===== src/rtl/mem_access_ctrl.sv =====
// rtl/mem_access_ctrl.sv - MEM-stage load/store sequencer onto a valid/ready data bus
// Stalls the pipeline per access, aligns store lanes, extends load data, bounds each access with a timeout.
module mem_access_ctrl #(
  parameter int TIMEOUT_CYCLES = 64,
  parameter int CNT_W          = 7
) (
  input  logic        clk,
  input  logic        rst,
  input  logic        mem_read,
  input  logic        mem_write,
  input  logic [31:0] mem_addr,
  input  logic [31:0] mem_wdata,
  input  logic [3:0]  mem_mask,
  input  logic        mem_sext,
  output logic        stall,
  output logic        load_valid,
  output logic [31:0] load_data,
  output logic        access_err,
  output logic        bus_req_valid,
  input  logic        bus_req_ready,
  output logic        bus_we,
  output logic [31:0] bus_addr,
  output logic [31:0] bus_wdata,
  output logic [3:0]  bus_wstrb,
  input  logic        bus_rsp_valid,
  input  logic [31:0] bus_rsp_rdata
);

  typedef enum logic [1:0] {IDLE, REQ, RESP, DONE} state_t;

  state_t            state_q, state_d;
  logic [31:0]       addr_q, addr_d;
  logic [31:0]       wdata_q, wdata_d;
  logic [31:0]       rdata_q, rdata_d;
  logic [3:0]        strb_q, strb_d;
  logic [1:0]        off_q, off_d;
  logic              we_q, we_d;
  logic              sext_q, sext_d;
  logic              word_q, word_d;
  logic              half_q, half_d;
  logic              err_q, err_d;
  logic [CNT_W-1:0]  cnt_q, cnt_d;

  logic              access;
  logic              misaligned;
  logic              timed_out;
  logic [31:0]       w;
  logic [31:0]       ext;

  assign access     = mem_read | mem_write;
  // mask[1] covers half and word, mask[3] only word
  assign misaligned = (mem_mask[1] & mem_addr[0]) | (mem_mask[3] & mem_addr[1]);
  assign timed_out  = (cnt_q == CNT_W'(TIMEOUT_CYCLES - 1));

  always_comb begin
    w   = bus_rsp_rdata >> {off_q, 3'b000};
    ext = w;
    if (word_q)      ext = w;
    else if (half_q) ext = {{16{sext_q & w[15]}}, w[15:0]};
    else             ext = {{24{sext_q & w[7]}}, w[7:0]};
  end

  always_comb begin
    state_d = state_q;
    addr_d  = addr_q;
    wdata_d = wdata_q;
    rdata_d = rdata_q;
    strb_d  = strb_q;
    off_d   = off_q;
    we_d    = we_q;
    sext_d  = sext_q;
    word_d  = word_q;
    half_d  = half_q;
    err_d   = err_q;
    cnt_d   = cnt_q;
    case (state_q)
      IDLE: begin
        if (access) begin
          we_d    = mem_write;
          rdata_d = '0;
          if (misaligned) begin
            err_d   = 1'b1;
            state_d = DONE;
          end else begin
            err_d   = 1'b0;
            addr_d  = {mem_addr[31:2], 2'b00};
            wdata_d = mem_wdata << {mem_addr[1:0], 3'b000};
            strb_d  = mem_mask << mem_addr[1:0];
            off_d   = mem_addr[1:0];
            sext_d  = mem_sext;
            word_d  = mem_mask[3];
            half_d  = mem_mask[1];
            cnt_d   = '0;
            state_d = REQ;
          end
        end
      end
      REQ: begin
        cnt_d = cnt_q + CNT_W'(1);
        if (bus_req_ready && we_q) begin
          state_d = DONE;
        end else if (timed_out) begin
          err_d   = 1'b1;
          rdata_d = '0;
          state_d = DONE;
        end else if (bus_req_ready) begin
          state_d = RESP;
        end
      end
      RESP: begin
        cnt_d = cnt_q + CNT_W'(1);
        if (bus_rsp_valid) begin
          rdata_d = ext;
          state_d = DONE;
        end else if (timed_out) begin
          err_d   = 1'b1;
          rdata_d = '0;
          state_d = DONE;
        end
      end
      DONE: state_d = IDLE;
      default: state_d = IDLE;
    endcase
  end

  always_ff @(posedge clk) begin
    if (rst) begin
      state_q <= IDLE;
      addr_q  <= '0;
      wdata_q <= '0;
      rdata_q <= '0;
      strb_q  <= '0;
      off_q   <= '0;
      we_q    <= 1'b0;
      sext_q  <= 1'b0;
      word_q  <= 1'b0;
      half_q  <= 1'b0;
      err_q   <= 1'b0;
      cnt_q   <= '0;
    end else begin
      state_q <= state_d;
      addr_q  <= addr_d;
      wdata_q <= wdata_d;
      rdata_q <= rdata_d;
      strb_q  <= strb_d;
      off_q   <= off_d;
      we_q    <= we_d;
      sext_q  <= sext_d;
      word_q  <= word_d;
      half_q  <= half_d;
      err_q   <= err_d;
      cnt_q   <= cnt_d;
    end
  end

  assign stall         = ((state_q == IDLE) & access) | (state_q == REQ) | (state_q == RESP);
  assign bus_req_valid = (state_q == REQ);
  assign bus_we        = we_q;
  assign bus_addr      = addr_q;
  assign bus_wdata     = wdata_q;
  assign bus_wstrb     = strb_q;
  assign load_valid    = (state_q == DONE) & ~we_q & ~err_q;
  assign access_err    = (state_q == DONE) & err_q;
  assign load_data     = rdata_q;

endmodule

===== config.mk =====
export PLATFORM = sky130hd
export DESIGN_NAME = mem_access_ctrl
export DESIGN_NICKNAME = d
export VERILOG_FILES = /design/src/rtl/mem_access_ctrl.sv
export SDC_FILE = /design/constraint.sdc
export NUM_CORES = 1
export LEC_CHECK = 0
export CAP_MARGIN = 10
export CORE_MARGIN = 2
export CORE_UTILIZATION = 44
export DETAILED_ROUTE_END_ITERATION = 10
export PLACE_DENSITY = 0.9
export SLEW_MARGIN = 0
export SYNTH_ARGS = -nofsm -noshare
export SYNTH_HDL_FRONTEND = slang
export SYNTH_SLANG_ARGS = --single-unit

===== constraint.sdc =====
create_clock -name clk -period 2.5 [get_ports clk]
set_clock_uncertainty 0.1 [all_clocks]
set_input_delay 0.625 -clock clk [delete_from_list [all_inputs] [get_ports clk]]
set_output_delay 0.625 -clock clk [all_outputs]
set_load 0.02 [all_outputs]

==> results.md <==
* WL/cell at roughly 17 um
* Clock tree buffer depth at 2
* Seq cells post-synth at 114
* PwrDens at 871 mW/mm^2
* Peak supply drop at 0.000624 V
* Status: completed
* Share of layout cells above drive strength 1 at 0.130
* Clock slew at reported path FFs at 0.05 ns
* TritonCTS Buffers at 17
* Die Width at approximately 110 um
* Min-delay worst type: reg2reg
* Actual slew at the worst max-slew pin at 0.676 ns
* Post-Place Cell Area at 0.00774 sq mm
* CP Capture Type: output pin
* First-pass DRT Iterations at 5
* Primary FF master, synth: dfxtp_1
* Clk sink count at 114
* Post-synthesis sequential area ratio at 0.427
* Post-DRT Antenna Nets at 0
* Core area at 0.0120 sq mm
* CTS tree: done
* Initial antenna violation count at 0
* Critical Path RT at 1.77 ns
* Fin nets at 964
* Overall routing resource usage at 0.270
* IO Port Bufs at about 210
* EDFF count, synth at 0
* Layout filler cell count at 891
* Dominant cells by area after synthesis: dfxtp_1 43%, nand2_1 6.9%, a21oi_1 5.6%, o32ai_1 5.4%, mux2_2 5.3%
* Per-instance average area after synthesis at 8.43 sq um
* Final instance area at 0.00835 sq mm
* Fmax at 0.407 GHz
* Worst-skew pair later-pin latency at 0.41 ns
* Antenna Cells at 0
* Htree depth at 4
* Initial Utilization at 0.447
* Post-DP HPWL at 12.3 mm
* Pleak at 0.00309 uW
* # IOs at approximately 210
* Remaining global-route overflow at 0
* Cell count after synthesis at 635
* Site row count at 40
* Final setup TNS at 0 ns
* Startpoint types: primary input
* Routed WL at 17.5 mm
* Synth warn at 0
* Final Slew Violations at 0
* Rel. slew slack at 0.548
* RSZ-0062 raised after global routing: false
* Async SR Flop Fraction at 0
* Hold-fix buffers, CTS at 0
* Die span in y at 114 um
* First-pass GRT wire length at between 20 and 30 mm
* Final hold viol count at 0
* Setup WS post-layout at 0.0411 ns
* Final setup viols at 0
* Synth top area share at 0.427
* Maximum capacitance violations at 0
* Post-synth top area cell: dfxtp_1
* Synth cell types at 50
* Worst Path Class, Setup: in2out
* Final critical-path share of the clock period at 0.984
* Total die area at 0.0131 sq mm
* R2r setup slk at between 0.2 and 0.25 ns
* CP Data Arrival Time at around 1.7 ns
* Clk root buf: clkbuf_16
* Post-Syn Area at 0.00535 sq mm
* DR vias/cell at between 5 and 6
* Largest net degree at the start of global routing at 54
* Number of global-route vias before repair at about 5600
* Setup WS pre-CTS at -0.391 ns
* Final Power at slightly above 7000 uW
* GPL Wtd Cong at about 0.85
* Worst Path Max Fanout at 2
* DRC viols at 0
* Via count at 5596
* Final Critical Period at 2.46 ns
* Initial DRC Count at 355
* Area Overhead vs Synth at 56.0%
-- flip-flops by register name (all words and copies together) (netlist names) --
| signal | count |
|---|---|
| bus_wdata | 32 |
| load_data | 32 |
| bus_addr | 30 |
| cnt_q | 7 |
| bus_wstrb | 4 |
| off_q | 2 |
| state_q | 2 |
| bus_we | 1 |
| err_q | 1 |
| half_q | 1 |
| sext_q | 1 |
| word_q | 1 |
-- Yosys cell counts (3+ instances only) --
library cell / count
dfxtp_1: 114
nand2_1: 99
a21oi_1: 60
nor2_1: 60
inv_1: 39
clkbuf_1: 37
o32ai_1: 33
mux2_2: 25
mux2i_1: 25
a22oi_1: 20
nor3_1: 12
o21ai_0: 12
a221oi_1: 11
a211oi_1: 9
o211ai_1: 9
buf_2: 7
ha_1: 6
nand2b_1: 6
or3_1: 5
nor2b_1: 4
buf_6: 3
nand3_1: 3
o21a_1: 3
-- where the power goes --
part	switching [uW]	internal, uW
clock	825	1600
combinational	1460	1180
sequential	148	2060
total	2430	4840
-- cells in the final DEF, fill, tap and decap left out, types with 2 or more instances in the layout --
cell type / Yosys / routed
a211o_1: 2 / 2
a211oi_1: 9 / 8
a21oi_1: 60 / 59
a221oi_1: 11 / 11
a22oi_1: 20 / 20
buf_12: 0 / 3
buf_4: 2 / 36
bufinv_16: 0 / 3
clkbuf_16: 0 / 17
clkbuf_8: 0 / 2
clkdlybuf4s50_1: 0 / 204
clkinv_2: 0 / 8
conb_1: 1 / 2
dfxtp_1: 114 / 113
dlymetal6s2s_1: 0 / 2
ha_1: 6 / 6
inv_1: 39 / 39
mux2_2: 25 / 25
mux2i_1: 25 / 25
nand2_1: 99 / 98
nand2b_1: 6 / 6
nand3_1: 3 / 3
nor2_1: 60 / 59
nor2b_1: 4 / 4
nor3_1: 12 / 11
o211ai_1: 9 / 9
o21a_1: 3 / 3
o21ai_0: 12 / 12
o31ai_1: 2 / 2
o32ai_1: 33 / 33
or2_2: 2 / 2
or3_1: 5 / 4
or4_1: 2 / 2
-- final cells by class --
class                   instances  area (sq um)  share of cell area
clock inverters                12           139              0.0166
well taps                     147           184              0.0220
repair buffers                247          2420               0.290
clock buffers                  19           453              0.0543
multi-input cells             430          2720               0.325
flip-flops and latches        114          2280               0.274
inverters                      41           154              0.0184
-- worst paths after layout --
kind | startpoint | cells past startpoint | to
max | mem_read | 4 | stall
min reg2reg | bus_addr[29] | 2 | bus_addr[29]
min | bus_addr[29] | 2 | bus_addr[29]
max reg2reg | state_q[0] | 7 | load_data[10]
-- repair_timing --
action / 4_1_cts / 5_1_grt
gates resized for setup: 6 / 6
buffers inserted: 0 / 0
pin swaps: 0 / 1
endpoints found under the setup margin: 3 / 4
-- kinds of logic after synthesis --
group | after synthesis | synth area share
AND/OR/NAND/NOR | 199 | 0.162
multiplexers | 51 | 0.104
adder cells (fa/ha/maj) | 6 | 0.0140
other | 1 | 0.000701
buffers and inverters | 92 | 0.0718
AO/OA/AOI/OAI | 172 | 0.221
flip-flops | 114 | 0.427
-- per-stage QoR --
step | utilization | hold WS [ns] | cells
after global routing | 0.698 | 0.366 | 1010
final | 0.698 | 0.351 | 1010
after CTS | 0.696 | 0.354 | 1010
after global placement | 0.647 | 0.341 | 979
after detailed placement | 0.647 | 0.347 | 979
after floorplan | - | 0.352 | 636
-- per-layer routing --
metal / GRT usage / wire (um) / vias to the layer above
met5: 0 / 0 / -
met4: 0.112 / 403 / 0
met3: 0.102 / 1660 / 37
met2: 0.478 / 8950 / 246
met1: 0.288 / 6500 / 2635
li1: - / - / 2678
-- critical path: stages --
cell             delay, ns
clkdlybuf4s50_1       0.42
o21a_1                0.22
or3_4                 0.34
buf_6                 0.14
Power figures use the tool's default switching activity.
